`src/rtl/mul_share_ctrl.sv`:
```
// Round-robin controller sharing one variable-latency multiplier between NREQ requesters.
// Every output is a register; a grant (req_ready pulse) is only ever visible while in IDLE.
module mul_share_ctrl #(
    parameter  int WIDTH = 32,
    parameter  int NREQ  = 4,
    parameter  int TMO   = WIDTH + 4,
    localparam int IDW   = $clog2(NREQ)
) (
    input  logic                  clk,
    input  logic                  rst,
    input  logic [NREQ-1:0]       req_valid,
    input  logic [NREQ*WIDTH-1:0] req_a,
    input  logic [NREQ*WIDTH-1:0] req_b,
    output logic [NREQ-1:0]       req_ready,
    output logic                  mul_in_valid,
    output logic [WIDTH-1:0]      mul_a,
    output logic [WIDTH-1:0]      mul_b,
    input  logic [2*WIDTH-1:0]    mul_o,
    input  logic                  mul_out_valid,
    output logic                  resp_valid,
    input  logic                  resp_ready,
    output logic [IDW-1:0]        resp_id,
    output logic [2*WIDTH-1:0]    resp_o,
    output logic                  resp_err
);

    localparam int            CW      = $clog2(TMO + 1);
    localparam logic [CW-1:0] CNT_TMO = CW'(TMO - 1);
    localparam logic [CW-1:0] CNT_ONE = CW'(1);

    typedef enum logic [2:0] {
        S_FLUSH,
        S_IDLE,
        S_ISSUE,
        S_WAIT,
        S_DRAIN,
        S_RESP
    } state_t;

    state_t               state, state_d;
    logic [IDW-1:0]       last, last_d;
    logic [IDW-1:0]       gnt_idx, cand;
    logic                 gnt_found, arb_en;
    logic [CW-1:0]        cnt, cnt_d;
    logic                 pend, pend_d;
    logic [NREQ-1:0]      req_ready_d;
    logic                 mul_in_valid_d;
    logic [WIDTH-1:0]     mul_a_d, mul_b_d;
    logic                 resp_valid_d;
    logic [IDW-1:0]       resp_id_d;
    logic [2*WIDTH-1:0]   resp_o_d;
    logic                 resp_err_d;

    // Round-robin search starting just after the last granted requester.
    always_comb begin
        gnt_found = 1'b0;
        gnt_idx   = '0;
        cand      = '0;
        for (int k = 1; k <= NREQ; k++) begin
            cand = (int'(last) + k >= NREQ) ? IDW'(int'(last) + k - NREQ) : IDW'(int'(last) + k);
            if (!gnt_found && req_valid[cand]) begin
                gnt_found = 1'b1;
                gnt_idx   = cand;
            end
        end
    end

    // Arbitration runs in the cycle whose successor is IDLE, so req_ready lands in IDLE itself.
    always_comb begin
        state_d        = state;
        last_d         = last;
        cnt_d          = cnt;
        pend_d         = pend;
        req_ready_d    = '0;
        mul_in_valid_d = 1'b0;
        mul_a_d        = mul_a;
        mul_b_d        = mul_b;
        resp_valid_d   = resp_valid;
        resp_id_d      = resp_id;
        resp_o_d       = resp_o;
        resp_err_d     = resp_err;
        arb_en         = 1'b0;

        case (state)
            S_FLUSH: begin
                if (mul_out_valid || cnt == CNT_TMO) begin
                    state_d = S_DRAIN;
                    cnt_d   = '0;
                    pend_d  = 1'b0;
                end else begin
                    cnt_d = cnt + CNT_ONE;
                end
            end
            S_IDLE: begin
                if (|req_ready) begin
                    if (mul_a == '0 || mul_b == '0) begin
                        state_d      = S_RESP;
                        resp_valid_d = 1'b1;
                        resp_o_d     = '0;
                        resp_err_d   = 1'b0;
                    end else begin
                        state_d        = S_ISSUE;
                        mul_in_valid_d = 1'b1;
                    end
                end else begin
                    arb_en = 1'b1;
                end
            end
            S_ISSUE: begin
                state_d = S_WAIT;
                cnt_d   = '0;
            end
            S_WAIT: begin
                if (mul_out_valid) begin
                    state_d    = S_DRAIN;
                    cnt_d      = '0;
                    pend_d     = 1'b1;
                    resp_o_d   = mul_o;
                    resp_err_d = 1'b0;
                end else if (cnt == CNT_TMO) begin
                    state_d    = S_DRAIN;
                    cnt_d      = '0;
                    pend_d     = 1'b1;
                    resp_o_d   = '0;
                    resp_err_d = 1'b1;
                end else begin
                    cnt_d = cnt + CNT_ONE;
                end
            end
            S_DRAIN: begin
                if (cnt == CNT_ONE) begin
                    if (pend) begin
                        state_d      = S_RESP;
                        resp_valid_d = 1'b1;
                    end else begin
                        state_d = S_IDLE;
                        arb_en  = 1'b1;
                    end
                end else begin
                    cnt_d = cnt + CNT_ONE;
                end
            end
            S_RESP: begin
                if (resp_ready) begin
                    state_d      = S_IDLE;
                    resp_valid_d = 1'b0;
                    resp_err_d   = 1'b0;
                    arb_en       = 1'b1;
                end
            end
            default: state_d = S_FLUSH;
        endcase

        if (arb_en && gnt_found) begin
            req_ready_d[gnt_idx] = 1'b1;
            mul_a_d              = req_a[gnt_idx*WIDTH +: WIDTH];
            mul_b_d              = req_b[gnt_idx*WIDTH +: WIDTH];
            last_d               = gnt_idx;
            resp_id_d            = gnt_idx;
        end
    end

    always_ff @(posedge clk or posedge rst) begin
        if (rst) begin
            state        <= S_FLUSH;
            last         <= IDW'(NREQ - 1);
            cnt          <= '0;
            pend         <= 1'b0;
            req_ready    <= '0;
            mul_in_valid <= 1'b0;
            mul_a        <= '0;
            mul_b        <= '0;
            resp_valid   <= 1'b0;
            resp_id      <= '0;
            resp_o       <= '0;
            resp_err     <= 1'b0;
        end else begin
            state        <= state_d;
            last         <= last_d;
            cnt          <= cnt_d;
            pend         <= pend_d;
            req_ready    <= req_ready_d;
            mul_in_valid <= mul_in_valid_d;
            mul_a        <= mul_a_d;
            mul_b        <= mul_b_d;
            resp_valid   <= resp_valid_d;
            resp_id      <= resp_id_d;
            resp_o       <= resp_o_d;
            resp_err     <= resp_err_d;
        end
    end

endmodule

```
`config.mk`:
```
export PLATFORM = sky130hd
export DESIGN_NAME = mul_share_ctrl
export DESIGN_NICKNAME = d
export VERILOG_FILES = /design/src/rtl/mul_share_ctrl.sv
export SDC_FILE = /design/constraint.sdc
export NUM_CORES = 1
export LEC_CHECK = 0
export CORE_AREA = 2 2 179 181
export CTS_CLUSTER_SIZE = 30
export DETAILED_ROUTE_END_ITERATION = 8
export DIE_AREA = 0 0 181 183
export HOLD_SLACK_MARGIN = 0.05
export SLEW_MARGIN = 10
export SYNTH_ARGS = -nofsm -noshare
export SYNTH_HDL_FRONTEND = slang
export SYNTH_SLANG_ARGS = --single-unit
export TNS_END_PERCENT = 1
```
`constraint.sdc`:
```
create_clock -name clk -period 13.75 [get_ports clk]
set_input_delay 2.75 -clock clk [delete_from_list [all_inputs] [get_ports clk]]
set_output_delay 2.75 -clock clk [all_outputs]
set_load 0.02 [all_outputs]
```
==> impl_metrics.yaml, run 1 <==
logic_synthesis:
  ys_seq_area_frac: 0.434
  async_flop_share: 1.00
  ys.flop_type: "dfrtp_1"
  syn_area_um2: 8590
  avgSynthCellArea_um2: 10.0
  syn_nets: 1188
  synth-seq-cells: 149
  yosysUniqueCellTypes: 49
  ys_warn_count: 0
  synth-edff-count: 0
  syn_inst: 858
power:
  p_int_uw: 1610
  seqPwrFrac: 0.277
  comb_power_share: 0.559
  power_density_nw_per_um2: 202
  power.leakage_uw: 0.00576
  finalPower_uw: 2820
  peakVddDrop_mv: 0.122
  power_switching_share: 0.429
  p_sw_uw: 1210
  clkPwrFrac: 0.164
die:
  dieHeight_um: 183
  core_um2: 31200
  ioPinCount: 465
  fp.dieW_um: 181
  die_area_um2: 33100
  start_util: 0.275
  std_cell_rows: 65
placed_design:
  hpwlAfterDp_um: 25500
  placed_cells: 1666
  port_buffers: 464
  gp_congestion: 0.915
  dpl_worst_slack_ps: 7370
detailed_routing:
  dr.pass1.iters: 4
  ant_nets: 0
  avgRoutedWirePerCell_um: 20.0
  vias: 8209
  routed_wirelength_um: 33900
  drc_errors: 0
  routed_via_density: 4.83
  drtIter0Drc: 379
timing:
  period_share: 0.431
  grt_setup_unrepaired: "false"
  setup_viol: 0
  clock.fmax_ghz: 0.169
  relSlewSlack: 0.234
  report.final.slew_viol_count: 0
  skew_ps: 13.5
  setup-tns-final_ps: 0
  fin_crit_ps: 5930
  setup_ws_ps: 7820
  hold_viol_final: 0
  tightest_slew_ps: 1150
global_route:
  antenna_found_initial: 0
  grt_pass1_vias: 8262
  overflow: 0
  grt_pass1_wl_um: 50800
  grt_usage: 0.201
  grt_start_max_net_pins: 90
clocking:
  tritoncts: "built"
  htree_levels: 4
  cts_hold_buffers: 0
  cts_setup_buffers: 0
  clkTransAtPathRegs_ps: 60
  cts_buffer_depth: 2
  clockRootBuffer: "clkbuf_16"
  cts_sinks: 149
  cts_resized: 0
  clock_latency_ps: 420
  cts_made_buffers: 17
worst_hold_path:
  hold_start: "resp_id[1]$_DFFE_PP0P_"
  hold_path_depth: 2
  hold_path.class: "reg2reg"
  min_to: "resp_id[1]$_DFFE_PP0P_"
critical_path:
  crit_path_end_kind: "flop"
  critPathMaxFanout: 70
  rrSetupSlack_ps: 10110
  startpoint_type: "input port"
  crit_type: "in2reg"
  rr_startpoint: "state[2]$_DFFE_PP0P_"
  r2r-end: "resp_id[0]$_DFFE_PP0P_"
  r2r_cells: 6
  worstPathArrival_ps: 6270
  cp_data_required_time_ps: 14090
final_layout:
  final_nets: 1613
  diodes: 0
  layout-drive-gt1-share: 0.0934
  final_common_cell: "clkdlybuf4s50_1"
  fin_cells: 1698
  fin_util: 0.447
  layout_common_cells: "464 x clkdlybuf4s50_1, 147 x dfrtp_1, 143 x nand2_1"
  areaGrowthSynthToFinish_pct: 62.5
outcome:
  status: "finished clean"
flow_run:
  max-cap-violations: 0
[metal layers]
layer | track usage | wire length, um
met1 | 0.244 | 14100
met3 | 0.0486 | 2120
met4 | 0.0667 | 845
met2 | 0.352 | 16900
met5 | 0 | 0
[power groups by stage]
stage | sequential, uW | clock [uW] | combinational (uW)
after floorplan | 928 | 0 | 849
after global placement | 785 | 0 | 1580
after detailed placement | 790 | 0 | 1600
after CTS | 784 | 477 | 1600
after global routing | 809 | 499 | 1710
final | 781 | 461 | 1580
[area by class of cell]
type | instances | area [um2]
fillers | 3031 | 17300
repair buffers | 473 | 4710
multi-input cells | 633 | 4410
flip-flops and latches | 149 | 3730
well taps | 402 | 503
clock buffers | 19 | 443
clock inverters | 13 | 126
inverters | 9 | 38.8
[worst max path at each step]
stage                 start               endpoint  slack [ps]  cells past startpoint
2_1_floorplan           rst     cnt[0]$_DFFE_PP0P_        7000                      1
4_1_cts        req_valid[1]  mul_b[18]$_DFFE_PP0P_        7810                      8
3_3_place_gp   req_valid[1]  mul_b[16]$_DFFE_PP0P_        7540                      8
3_5_place_dp   req_valid[1]  mul_b[18]$_DFFE_PP0P_        7370                      8
5_1_grt        req_valid[1]   mul_b[2]$_DFFE_PP0P_        7600                      8
6_report       req_valid[1]  mul_b[18]$_DFFE_PP0P_        7820                      8
[cells by family after synthesis]
logic type / Yosys count / synth area share
compound gates: 232 / 0.164
simple gates: 205 / 0.107
mux: 194 / 0.236
flops: 149 / 0.434
buf+inv: 76 / 0.0559
fa+ha+maj: 2 / 0.00291
[flip-flops by register name, indices dropped and copies added (netlist names)]
register,cells
cnt,6
resp_err,1
req_ready,4
last,2
resp_valid,1
mul_b,32
state,3
resp_id,2
mul_in_valid,1
resp_o,64
pend,1
mul_a,32
[stage by stage]
stage	area (um2)	hold slack, ps
finish	14000	481
global route	14000	517
CTS	14000	486
detailed placement	13400	468
global placement	13400	465
floorplan	8590	461
[synthesized netlist by cell type (3+ instances only)]
cell | count | share of area
o21ai_0 | 22 | 0.013
a21oi_1 | 9 | 0.0052
nor2_1 | 9 | 0.0039
o21ai_2 | 3 | 0.0031
buf_12 | 9 | 0.021
o22ai_1 | 3 | 0.0022
a211o_1 | 3 | 0.0031
nand3_1 | 4 | 0.0023
a22oi_1 | 64 | 0.056
mux2_2 | 66 | 0.087
clkbuf_1 | 36 | 0.016
nand4_1 | 5 | 0.0036
nand2_1 | 143 | 0.062
nor3b_1 | 3 | 0.0026
clkbuf_4 | 3 | 0.0026
nor2b_1 | 4 | 0.0029
buf_2 | 15 | 0.0087
inv_1 | 9 | 0.0039
nand2b_1 | 7 | 0.0051
dfrtp_1 | 147 | 0.43
o22a_1 | 3 | 0.0031
nor4_1 | 19 | 0.014
o21ai_1 | 112 | 0.065
mux2i_1 | 128 | 0.15
[worst max-delay path, stage by stage]
cell and delay [ps]:
clkdlybuf4s50_1 490, o21a_1 240, a211oi_4 230, buf_4 870
buf_4 920, mux2i_1 210, mux2_2 310, o21ai_1 110
Power figures use the tool's default switching activity.
==> run 2: changes to the inputs <==
- clock period: 13.75 -> 5.8 ns (I/O delays scaled with it)
==> run 2 against run 1 <==
  * Clock skew up 1.1 ps
  * Combinational power grew 140%
  * Worst setup slack got worse by 5400 ps
  * Global-route usage fell by 0.31 points
  * First-iteration DRC count shrank 9.8%
  * Hold slack got worse by 2.4 ps
  * Largest power group unchanged
==> impl_metrics.yaml, run 2 (synthesis gave the netlist of run 1 again) <==
detailed_routing:
  vias: 8235
  drc_errors: 0
  dr.pass1.iters: 4
  avgRoutedWirePerCell_um: 19.8
  routed_wirelength_um: 33800
  ant_nets: 0
  drtIter0Drc: 342
  routed_via_density: 4.83
timing:
  setup_viol: 0
  report.final.slew_viol_count: 0
  relSlewSlack: 0.248
  skew_ps: 14.6
  fin_crit_ps: 3430
  grt_setup_unrepaired: "false"
  tightest_slew_ps: 1120
  period_share: 0.591
  clock.fmax_ghz: 0.292
  hold_viol_final: 0
  setup-tns-final_ps: 0
clocking:
  cts_hold_buffers: 0
  clkTransAtPathRegs_ps: 70
  cts_setup_buffers: 0
  cts_made_buffers: 17
  htree_levels: 4
  clock_latency_ps: 420
  cts_sinks: 149
  tritoncts: "built"
  cts_buffer_depth: 2
  cts_resized: 0
  clockRootBuffer: "clkbuf_16"
final_layout:
  multi_input_area_um2: 4410
  fin_util: 0.450
  areaGrowthSynthToFinish_pct: 63.7
  final_common_cell: "clkdlybuf4s50_1"
  largest_register_ffs: 64
  top_regs: "resp_o x64, mul_a x32, mul_b x32"
  fillCellCount: 3003
  top_register: "resp_o"
  seqCellArea_um2: 3730
  layout-drive-gt1-share: 0.0961
  layout_common_cells: "464 x clkdlybuf4s50_1, 147 x dfrtp_1, 143 x nand2_1"
  final_nets: 1618
critical_path:
  crit_path_end_kind: "flop"
  crit_type: "in2reg"
  rr_startpoint: "state[2]$_DFFE_PP0P_"
  cp_top_family: "compound AO/OA/AOI/OAI gates"
  crit_chain: "clkdlybuf4s50_1 > o21a_1 > a211oi_4 > buf_12 > mux2i_1 > mux2_2 > o21ai_1"
  cp_num_buf_inv: 2
  worstPathArrival_ps: 3740
  rrSetupSlack_ps: 3010
  critPathMaxFanout: 69
  r2r-end: "mul_a[14]$_DFFE_PP0P_"
  r2r_cells: 5
  cp_slowest_cell: "a211oi_4"
  startpoint_type: "input port"
  cp_data_required_time_ps: 6110
  slowest_delay_ps: 750
worst_hold_path:
  hold_path_depth: 2
  hold_path.class: "reg2reg"
  hold_start: "resp_id[1]$_DFFE_PP0P_"
  min_to: "resp_id[1]$_DFFE_PP0P_"
die:
  ioPinCount: 465
  core_um2: 31200
  std_cell_rows: 65
  dieHeight_um: 183
  fp.dieW_um: 181
  die_area_um2: 33100
  start_util: 0.275
global_route:
  grt_start_max_net_pins: 77
  overflow: 0
  grt_usage: 0.198
  grt_pass1_vias: 8351
  grt_pass1_wl_um: 50400
  antenna_found_initial: 1
placed_design:
  gp_congestion: 0.937
  port_buffers: 464
  hpwlAfterDp_um: 25800
flow_run:
  max-cap-violations: 0
power:
  power.leakage_uw: 0.00581
  peakVddDrop_mv: 0.201
  power_density_nw_per_um2: 481
  finalPower_uw: 6770
outcome:
  status: "finished clean"
[run 2: cell count changes in the layout (fill, tap and decap cells not counted), sizes merged]
cell      before  now
clkbuf        19   20
buf            9   14
clkinvlp       3    1
clkinv         6    5
inv           12   13
diode          0    1
bufinv         1    2
[run 2: metrics by stage]
stage	worst slack (ps)	hold WS (ps)	std cells	cell area, um2
after detailed placement	1960	475	1671	13500
after CTS	2390	490	1703	14100
final	2370	478	1704	14100
after global routing	2270	513	1704	14100
after global placement	2000	459	1671	13500
after floorplan	635	461	858	8590
[run 2: worst max path at each step]
| stage | start | to | depth (start not counted) |
|---|---|---|---|
| detailed placement | req_valid[0] | mul_a[31]$_DFFE_PP0P_ | 7 |
| floorplan | rst | cnt[0]$_DFFE_PP0P_ | 1 |
| CTS | req_valid[1] | mul_a[31]$_DFFE_PP0P_ | 7 |
| global route | req_valid[1] | mul_b[16]$_DFFE_PP0P_ | 7 |
| global placement | req_valid[1] | mul_a[31]$_DFFE_PP0P_ | 7 |
| finish | req_valid[0] | mul_b[20]$_DFFE_PP0P_ | 7 |
[run 2: cell type report]
class / count / area share
antenna: 1 / 0.000178
clock buffer: 20 / 0.0318
clock inverter: 12 / 0.0103
inverter: 9 / 0.00276
multi-input combinational: 633 / 0.314
sequential: 149 / 0.265
tap: 402 / 0.0358
timing repair buffer: 478 / 0.340
[run 2: metal layers]
metal,global-route usage,up-vias,share of wire
met3,0.0467,56,0.065
met5,0,-,0
li1,-,3964,-
met4,0.0738,0,0.030
met1,0.233,3919,0.41
met2,0.352,296,0.50
[run 2: where the power goes]
group          total (uW)  leakage [uW]  switching, uW  internal, uW
Sequential           1860       0.00191            386          1470
Combinational        3780       0.00361           2020          1760
Clock                1130      0.000287            473           655
[run 2: worst register-to-register path: stages (launching register included)]
cell	delay, ps
dfrtp_1	580
nor3b_1	250
and4b_1	290
o21ai_4	900
buf_4	490
o21ai_1	140
==> run 3: changes to the inputs <==
- clock period: 5.8 -> 3.5 ns (I/O delays scaled with it)
==> run 3 against run 2 <==
  * Worst setup slack worse by 1400 ps
  * Largest power group unchanged
  * Highest routed layer unchanged
  * Hold slack better by 13 ps
  * Critical path type unchanged
  * Clock power up 64%
==> impl_metrics.yaml, run 3 (synthesis gave the netlist of run 1 again) <==
power:
  peakVddDrop_mv: 0.533
  comb_power_share: 0.562
  power_density_nw_per_um2: 795
  p_sw_uw: 4800
  power_switching_share: 0.426
  p_int_uw: 6470
  seqPwrFrac: 0.273
  finalPower_uw: 11300
  clkPwrFrac: 0.164
  power.leakage_uw: 0.00585
worst_hold_path:
  hold_start: "resp_id[1]$_DFFE_PP0P_"
  hold_path.class: "reg2reg"
final_layout:
  top_register: "resp_o"
  layout_common_cells: "464 x clkdlybuf4s50_1, 147 x dfrtp_1, 143 x nand2_1"
  largest_register_ffs: 64
  areaGrowthSynthToFinish_pct: 65.0
  top_regs: "resp_o x64, mul_a x32, mul_b x32"
  final_common_cell: "clkdlybuf4s50_1"
  final_nets: 1621
  seqCellArea_um2: 3730
  multi_input_area_um2: 4410
  layout-drive-gt1-share: 0.0997
  fillCellCount: 3023
global_route:
  grt_start_max_net_pins: 135
  grt_pass1_vias: 8268
  antenna_found_initial: 1
  overflow: 0
  grt_pass1_wl_um: 50200
  grt_usage: 0.196
timing:
  relSlewSlack: 0.473
  fin_crit_ps: 2520
  grt_setup_unrepaired: "false"
  hold_viol_final: 0
  clock.fmax_ghz: 0.397
  setup_ws_ps: 978
  setup_viol: 0
  period_share: 0.721
  report.final.slew_viol_count: 0
  tightest_slew_ps: 790
  skew_ps: 14.5
  holdWs_ps: 492
  setup-tns-final_ps: 0
detailed_routing:
  routed_via_density: 4.79
  routed_wirelength_um: 33300
  ant_nets: 0
  dr.pass1.iters: 5
  drtIter0Drc: 400
  vias: 8176
  avgRoutedWirePerCell_um: 19.5
  drc_errors: 0
critical_path:
  crit_type: "in2reg"
  critPathMaxFanout: 28
  crit_chain: "clkdlybuf4s50_1 > o21a_1 > a211oi_4 > buf_12 > buf_12 > mux2i_1 > mux2_2 > o21ai_1"
  rr_startpoint: "mul_a[31]$_DFFE_PP0P_"
  slowest_delay_ps: 500
  crit_start: "req_valid[1]"
  cp_top_family: "buffers and inverters"
  crit_path_frequent_cell: "buf_12"
  crit_path_end_kind: "flop"
  worstPathArrival_ps: 2800
  cp_data_required_time_ps: 3780
  cp_num_buf_inv: 3
  startpoint_type: "input port"
  cp_slowest_cell: "clkdlybuf4s50_1"
die:
  dieHeight_um: 183
  std_cell_rows: 65
  start_util: 0.275
  core_um2: 31200
  die_area_um2: 33100
  fp.dieW_um: 181
  ioPinCount: 465
placed_design:
  gp_congestion: 0.861
  port_buffers: 464
  hpwlAfterDp_um: 25000
  dpl_worst_slack_ps: 547
clocking:
  cts_sinks: 149
  clock_latency_ps: 420
  htree_levels: 4
  cts_buffer_depth: 2
  tritoncts: "built"
  cts_resized: 0
  clockRootBuffer: "clkbuf_16"
  cts_setup_buffers: 0
  cts_hold_buffers: 0
  cts_made_buffers: 17
  clkTransAtPathRegs_ps: 60
outcome:
  status: "finished clean"
flow_run:
  max-cap-violations: 0
-- run 3: cell types whose count changed in the layout (fill, tap and decap cells not counted), sizes merged --
cell / delta
buf: +3
inv: +2
clkinv: -2
clkinvlp: +3
clkbuf: -2
bufinv: -1
-- run 3: final timing paths --
kind	cells after the start	slack (ps)	to
setup / recovery	8	980	mul_b[19]$_DFFE_PP0P_
hold / removal	2	490	resp_id[1]$_DFFE_PP0P_
setup reg to reg	6	980	resp_o[61]$_DFFE_PP0P_
hold reg to reg	2	490	resp_id[1]$_DFFE_PP0P_
max in group asynchronous	3	2340	mul_b[18]$_DFFE_PP0P_
min in group asynchronous	3	770	resp_o[40]$_DFFE_PP0P_
-- run 3: tightest hold or removal path, stage by stage, from the launching register on --
cell and delay [ps]:
dfrtp_1 350, nand2_1 50, nand2_1 60
-- run 3: power groups by stage --
stage	combinational (uW)	clock (uW)	sequential [uW]
5_1_grt	6850	1990	3180
6_report	6340	1850	3080
2_1_floorplan	3340	0	3650
3_3_place_gp	6350	0	3100
4_1_cts	6430	1910	3090
3_5_place_dp	6410	0	3110
-- run 3: per-layer routing --
layer / GRT usage / vias to the layer above / wire [um]
met4: 0.0693 / 0 / 932
met1: 0.246 / 3857 / 14400
met3: 0.0387 / 48 / 1840
li1: - / 3985 / -
met2: 0.337 / 286 / 16100
met5: 0 / - / 0
-- run 3: stage by stage --
stage / instances / instance area [um2] / util
after floorplan: 858 / 8600 / -
after global placement: 1674 / 13600 / 0.435
after detailed placement: 1674 / 13600 / 0.435
after CTS: 1706 / 14200 / 0.454
after global routing: 1707 / 14200 / 0.454
final: 1707 / 14200 / 0.454
-- run 3: area by class of cell --
type,instances,share of cell area
inverter,9,0.00265
antenna,1,0.000177
clock inverter,14,0.00997
multi-input combinational,633,0.311
sequential,149,0.263
timing repair buffer,481,0.346
tap,402,0.0355
clock buffer,18,0.0310
